===== src/rtl/load_align_w.sv =====
// load_align_w: W-stage load alignment and extension for the pipelined MIPS core.
// Registers the load type, effective address and destination register from M
// into W. In W it picks the addressed byte, halfword or word out of the
// data-memory read word, sign- or zero-extends it, and raises an
// address-error-on-load exception for misaligned word/halfword accesses.
//
// Ports:
//   clk        system clock, rising edge
//   reset      asynchronous active-low reset
//   m_valid    M-stage instruction valid
//   m_lw/lh/lhu/lb/lbu  M-stage load type flags (priority lw > lh > lhu > lb > lbu)
//   m_addr     effective address
//   m_rd       destination register
//   stall      hold W register contents
//   flush      replace W register contents with a bubble (wins over stall)
//   dm_rdata   data-memory read word for the load in W
//   w_valid    a load occupies W
//   w_rd       destination register of that load
//   w_wen      register-file write enable
//   w_data     aligned, extended load result
//   w_adel     address-error-on-load
//   w_badaddr  faulting address (0 unless w_adel)
module load_align_w (
    input  logic        clk,
    input  logic        reset,
    input  logic        m_valid,
    input  logic        m_lw,
    input  logic        m_lh,
    input  logic        m_lhu,
    input  logic        m_lb,
    input  logic        m_lbu,
    input  logic [31:0] m_addr,
    input  logic [4:0]  m_rd,
    input  logic        stall,
    input  logic        flush,
    input  logic [31:0] dm_rdata,
    output logic        w_valid,
    output logic [4:0]  w_rd,
    output logic        w_wen,
    output logic [31:0] w_data,
    output logic        w_adel,
    output logic [31:0] w_badaddr
);

    localparam logic [2:0] TY_NONE = 3'd0;
    localparam logic [2:0] TY_LW   = 3'd1;
    localparam logic [2:0] TY_LH   = 3'd2;
    localparam logic [2:0] TY_LHU  = 3'd3;
    localparam logic [2:0] TY_LB   = 3'd4;
    localparam logic [2:0] TY_LBU  = 3'd5;

    logic [2:0]  m_type;
    logic        valid_q;
    logic [2:0]  type_q;
    logic [31:0] addr_q;
    logic [4:0]  rd_q;

    logic        misaligned;
    logic        adel;
    logic [7:0]  byte_sel;
    logic [15:0] half_sel;

    // Encode the one-hot-ish M flags; earlier flags win if several are set.
    always_comb begin
        m_type = TY_NONE;
        if (m_lw) begin
            m_type = TY_LW;
        end else if (m_lh) begin
            m_type = TY_LH;
        end else if (m_lhu) begin
            m_type = TY_LHU;
        end else if (m_lb) begin
            m_type = TY_LB;
        end else if (m_lbu) begin
            m_type = TY_LBU;
        end
    end

    always_ff @(posedge clk or negedge reset) begin
        if (!reset) begin
            valid_q <= 1'b0;
            type_q  <= TY_NONE;
            addr_q  <= 32'd0;
            rd_q    <= 5'd0;
        end else if (flush) begin
            valid_q <= 1'b0;
            type_q  <= TY_NONE;
            addr_q  <= 32'd0;
            rd_q    <= 5'd0;
        end else if (!stall) begin
            if (m_valid && (m_type != TY_NONE)) begin
                valid_q <= 1'b1;
                type_q  <= m_type;
                addr_q  <= m_addr;
                rd_q    <= m_rd;
            end else begin
                valid_q <= 1'b0;
                type_q  <= TY_NONE;
                addr_q  <= 32'd0;
                rd_q    <= 5'd0;
            end
        end
    end

    always_comb begin
        misaligned = 1'b0;
        case (type_q)
            TY_LW:          misaligned = (addr_q[1:0] != 2'b00);
            TY_LH, TY_LHU:  misaligned = addr_q[0];
            default:        misaligned = 1'b0;
        endcase
    end

    assign adel = valid_q & misaligned;

    // Little-endian lane selection, mirroring the store byte enables.
    always_comb begin
        byte_sel = dm_rdata[7:0];
        case (addr_q[1:0])
            2'b00:   byte_sel = dm_rdata[7:0];
            2'b01:   byte_sel = dm_rdata[15:8];
            2'b10:   byte_sel = dm_rdata[23:16];
            default: byte_sel = dm_rdata[31:24];
        endcase
    end

    assign half_sel = addr_q[1] ? dm_rdata[31:16] : dm_rdata[15:0];

    always_comb begin
        w_data = 32'd0;
        if (valid_q && !adel) begin
            case (type_q)
                TY_LW:   w_data = dm_rdata;
                TY_LH:   w_data = {{16{half_sel[15]}}, half_sel};
                TY_LHU:  w_data = {16'd0, half_sel};
                TY_LB:   w_data = {{24{byte_sel[7]}}, byte_sel};
                TY_LBU:  w_data = {24'd0, byte_sel};
                default: w_data = 32'd0;
            endcase
        end
    end

    assign w_valid   = valid_q;
    assign w_rd      = rd_q;
    assign w_adel    = adel;
    assign w_badaddr = adel ? addr_q : 32'd0;
    assign w_wen     = valid_q & ~adel & (rd_q != 5'd0);

endmodule

===== config.mk =====
export PLATFORM = sky130hd
export DESIGN_NAME = load_align_w
export DESIGN_NICKNAME = d
export VERILOG_FILES = /design/src/rtl/load_align_w.sv
export SDC_FILE = /design/constraint.sdc
export NUM_CORES = 1
export LEC_CHECK = 0
export CAP_MARGIN = 15
export CORE_AREA = 3 3 90 92
export CTS_CLUSTER_DIAMETER = 60
export DETAILED_ROUTE_END_ITERATION = 8
export DIE_AREA = 0 0 93 95
export GPL_TIMING_DRIVEN = 0
export HOLD_SLACK_MARGIN = 0.15
export MAX_ROUTING_LAYER = met4
export PLACE_DENSITY = 0.76
export SYNTH_ARGS = -nofsm -noshare
export SYNTH_HDL_FRONTEND = slang
export SYNTH_SLANG_ARGS = --single-unit

===== constraint.sdc =====
create_clock -name clk -period 1.94 [get_ports clk]
set_input_delay 0.388 -clock clk [delete_from_list [all_inputs] [get_ports clk]]
set_output_delay 0.388 -clock clk [all_outputs]
set_load 0.02 [all_outputs]

======== Word level (Yosys, flattened, before mapping) ========
Index checks and enable logic that the tools add are counted.
storage, ports and cells
  flip-flop bits (word level) ............. 41
  input bits .............................. 79
  output and inout port bits .............. 72
  word-level logic and storage cells ...... 47
operators by class
  eq/ne operators ......................... 8
  mux-type cells .......................... 23
  bitwise logic cells ..................... 4
  reductions and logical operators ........ 8
operators with widths
  cell                number
  $mux 32             5
  $pmux 32 s5         1
  $mux 3              8
  $pmux 8 s3          1
  $mux 16             1
  $mux 5              3
  $eq 3x2->1 const B  2
  $eq 3x3->1 const B  2
  $reduce_bool 5->1   1
  $and 1x1->1         3
  $eq 3x1->1 const B  1
  $mux 1              3
  $reduce_bool 3->1   1
  $eq 2x1->1 const B  1
  $eq 2x2->1 const B  1
  $logic_and 1x1->1   2
  $logic_not 2->1     1
  $ne 2x1->1 const B  1
  $pmux 1 s2          1
  $reduce_bool 2->1   1
  $reduce_or 2->1     1
  $logic_not 1->1     1
  $not 1->1           1

======== Longest topological paths before layout ========
Gate-level depths: netlist of run 1.
  depth after elaboration ................. 10
  mapped depth ............................ 6
  gate-level depth less buffers ........... 5

======== Least setup slack after synthesis of run 1 ========
No wires, ideal clock.
  path type ............................... register -> output
  start point ............................. register type_q[1]
  end point ............................... output w_badaddr[22]
  arrival time ............................ 1.661 ns
  data required time ...................... 1.552 ns
  slack ................................... -0.109 ns
  cell stages (with the launch flop) ...... 6
  path buffers ............................ 1
  path through ............................ dfrtp_1 > nor3b_4 > o22ai_1 > and2b_1 > buf_2 > and2_1
between the ends
  cells in the longest elaborated chain, start to end .. 5
  elaborated cells between the ends (all ways) .. 7
  those cells by class .................... eq/ne: 3; mux: 2; bitwise: 1; reduce/logical: 1
RTL lines
  element                   RTL line  text
  start: declaration        54        logic [2:0] type_q;
  start signal: assignment  93        type_q <= m_type;
  $eq 3x2->1                107       case (type_q)
  $reduce_or 2->1           107
  $pmux 1 s2 (*)            107
  $and 1x1->1 (*)           114       assign adel = valid_q & misaligned;
  via w_adel                41        output logic w_adel,
  $mux 32 (*)               146       assign w_badaddr = adel ? addr_q : 32'd0;
  end: declaration          42        output logic [31:0] w_badaddr
The timed path passes the listed nets; every way through them passes the cells marked *.

======== Worst setup path after layout of run 1 ========
  start point ............................. register addr_q[0]
  end point ............................... output w_data[19]
between the ends
  cells in the longest elaborated chain, start to end .. 6
  elaborated cells between the ends (all ways) .. 11
  those cells by class .................... eq/ne: 2; mux: 4; bitwise: 1; reduce/logical: 4
RTL lines
  element                                              RTL line  text
  start: declaration                                   55        logic [31:0] addr_q;
  start signal: assignment                             94        addr_q <= m_addr;
  branches (longest 5 deep; another with $pmux 32 s5)  -
  $mux 32 (*)                                          131       if (valid_q && !adel) begin
  end: declaration                                     40        output logic [31:0] w_data,
Every way passes the cells marked *.

==> metrics.md, run 1 <==
| Metric | Value |
|---|---|
| NetSw | `0.000512 W` |
| Clock Pin Slew Worst Setup and Hold Paths | `0.08 ns` |
| Hpwl dp | `6820 µm` |
| First drt pass iteration count | `5` |
| Die area | `8840 µm²` |
| WS Path Type | `reg2out` |
| Most instantiated library cell after synthesis | `dfrtp_1` |
| Post-route DRC | `0` |
| Worst EP required | `1.55 ns` |
| Fin crit share | `1.23` |
| Post-synth EDFFs | `0` |
| Area grow syn2layout | `95.2%` |
| Post-synthesis register bit count | `41` |
| Failing checks | `negative setup slack` |
| Worst hold start | `addr_q[5]` |
| Crit end category | `output port` |
| Ant diodes | `0` |
| TritonCTS buffer count | `5` |
| Sequential-to-total area share from yosys stat | `0.413` |
| Initial drt markers | `174` |
| Yosys cell types | `39` |
| Mux contribution to synthesized area | `0.0771` |
| Tmin final | `2.39 ns` |
| Pwr Density | `431 nW/µm²` |
| Max Slew Vio Count | `0` |
| Crit Path Max Fanout | `4` |
| Tot GR Track Use | `0.231` |
| Share of the synthesized area in the top cell type | `0.413` |
| Synthesized instance count | `245` |
| Bufs and invs on worst path | `2` |
| Critical path launch point type | `flip-flop` |
| Worst IR drop on VDD | `369 µV` |
| Core area | `7290 µm²` |
| Clock sinks | `41` |
| Pint | `0.00158 W` |
| Unrepaired setup endpoints after global routing | `yes` |
| CTS root buf | `clkbuf_8` |
| Via count | `2857` |
| Final WS setup | `-0.446 ns` |
| Slowest Stage Delay on Critical Path | `0.55 ns` |
| Power Total | `0.00209 W` |
| DIE WIDTH | `93 µm` |
| Vias per cell | `5.40` |
| Detail Route Antenna Nets | `0` |
| Final Hold Viols | `0` |
| H-tree levels | `2` |
| Sum Neg Setup Slack | `-25.71 ns` |
| Leading area contributor after synthesis | `dfrtp_1` |
| First-pass GRT wire length | `15800 µm` |
| Top cells by count, synth | `dfrtp_1, a22o_1, and2_1` |
| Worst Tran Pin Value | `0.492 ns` |
| Pleak | `2.09 nW` |
| Clock tree buffer depth | `2` |
| Critical Path Start | `addr_q[0]` |
| Endpoints failing setup | `66` |
| Syn avg cell area | `10.1 µm²` |
| Top achievable clock speed | `419 MHz` |
| Combinational family with the most area after synthesis | `compound AO/OA/AOI/OAI gates` |
| Fin nets | `509` |
| Synth Area in Compound Gates | `0.280` |
| Count of input and output buffers | `150` |
| CP Cell Sequence | `mux4_2 -> nand3_4 -> a21boi_4 -> buf_6 -> a21oi_1 -> buf_4` |
| Post-Route WL | `10000 µm` |
| Antenna violations before repair | `0` |
| Most used flip-flop cell after synthesis | `dfrtp_1` |
| Sequential cell fraction of total power | `0.437` |
| CTS tree | `yes` |
| Rows | `31` |
| Top delay family on crit path | `multiplexers` |
| Largest cells by area after synthesis | `dfrtp_1, a22o_1, and2_1` |
| Combinational share of power | `0.223` |
| Vias in the first global route | `3181` |
| Arrival time worst endpoint | `2.00 ns` |
| Clk pwr share | `0.340` |
| Reg2reg start | `type_q[1]` |
| Largest net degree at the start of global routing | `25` |
| Routed len/inst | `18.9 µm` |
| YS warnings | `0` |
| Overflow left after global routing | `0` |
| Starting Density | `0.340` |
| Post-Synth XOR/XNOR Area | `0` |
| Worst-Skew Late Latency | `0.28 ns` |
| Net Sw Frac | `0.245` |
| Async S/R FF share, synth | `1.00` |
| Maxcap violations | `0` |
| Status | `finished with violations` |
| Syn nets | `325` |
| Placer Congestion | `0.816` |
| Die Ht | `95 µm` |
| IO Pins | `151` |
| Slew HR | `0.672` |
| Highest-delay cell along the critical path | `mux4_2` |
| Adder-Cell Fraction of Synth Area | `0.00504` |
| Synth Cell Area | `2480 µm²` |
| Number of fill cells | `579` |
| Clock skew | `0 ns` |
| Share of layout cells above drive strength 1 | `0.472` |
| Simple-gate share of the synthesized area | `0.171` |
| HP Class | `reg2reg` |
routing by layer:
metal  part of all wire  wire, µm  track usage
met1               0.38      3780        0.259
met2               0.51      5120        0.404
met3              0.089       887       0.0574
met4              0.024       238       0.0757
met5                  0         0            -
power groups by stage:
stage	clock network [W]	logic, W	registers (W)
after floorplan	0	0.000144	0.000925
after global placement	0	0.000386	0.000925
after detailed placement	0	0.000398	0.000925
after CTS	0.000728	0.000451	0.000911
after global routing	0.000764	0.000494	0.000919
final	0.000711	0.000465	0.000913
final timing paths:
path | end | slack, ns | cells after the start
min in group asynchronous | addr_q[21] | 0.57 | 2
max in group asynchronous | addr_q[0] | 0.88 | 3
worst max register to register | type_q[1] | 0.81 | 5
worst max-delay path | w_data[19] | -0.45 | 6
worst min-delay path | addr_q[5] | 0.50 | 1
worst min register to register | addr_q[5] | 0.50 | 1
final cells by class:
cell class / count / area [µm²] / share of cell area
timing repair buffer: 178 / 1750 / 0.361
multi-input combinational: 177 / 1610 / 0.333
sequential: 41 / 1030 / 0.213
buffer: 22 / 199 / 0.0411
tap: 99 / 124 / 0.0256
clock buffer: 7 / 86.3 / 0.0178
clock inverter: 1 / 30.0 / 0.00620
inverter: 4 / 15.0 / 0.00310
sequential cells by signal, summed over array words and instances, names as in the netlist:
register,count
type_q,3
w_rd,5
w_valid,1
addr_q,32
placed cells by master, fill, tap and decap left out, drive strengths merged, types with 3 or more instances in the layout:
cell type	synthesis	final
clkdlybuf4s50	0	79
inv	4	4
a22oi	7	7
dlygate4sd2	0	4
nand2	19	19
and2	32	32
buf	13	108
a222oi	7	7
mux4	8	8
a21oi	29	29
nor2	8	8
a22o	38	38
dfrtp	41	41
o21ai	3	3
and3	3	3
clkbuf	10	15
metrics by stage:
step | setup WS (ns) | hold WS (ns) | utilization | instances | cell area, µm²
floorplan | -0.100 | 0.0924 | - | 245 | 2560
global placement | -1.12 | 0.481 | 0.573 | 494 | 4180
detailed placement | -1.12 | 0.354 | 0.577 | 495 | 4200
CTS | -0.419 | 0.505 | 0.647 | 523 | 4720
global route | -0.538 | 0.525 | 0.664 | 529 | 4840
finish | -0.446 | 0.497 | 0.664 | 529 | 4840
cell families after synthesis:
kind of cell               count (synthesis)
buffers and inverters                     27
DFF                                       41
AOI/OAI and AO/OA                         93
and+or+nand+nor                           74
adders and majority gates                  1
muxes                                      9
what timing repair did:
item                                    in CTS  in global routing
pin swaps                                    9                 11
resized for setup                          441                 26
setup buffers                               18                  6
hold buffers                                 1                  0
hold endpoints to repair                    17                  0
gates cloned                                 2                  1
endpoints found under the setup margin      66                 86
(Power assumes the default switching activity.)
==> inputs of run 2 (changes only) <==
--- a/config.mk
+++ b/config.mk
@@ -11,9 +11,10 @@
 export DETAILED_ROUTE_END_ITERATION = 8
 export DIE_AREA = 0 0 93 95
 export GPL_TIMING_DRIVEN = 0
-export HOLD_SLACK_MARGIN = 0.15
+export HOLD_SLACK_MARGIN = 0.08
 export MAX_ROUTING_LAYER = met4
 export PLACE_DENSITY = 0.76
+export SLEW_MARGIN = 20
 export SYNTH_ARGS = -nofsm -noshare
 export SYNTH_HDL_FRONTEND = slang
 export SYNTH_SLANG_ARGS = --single-unit
==> results of run 2 <==
No change in the layout: final DEF, timing and power equal those of run 1.
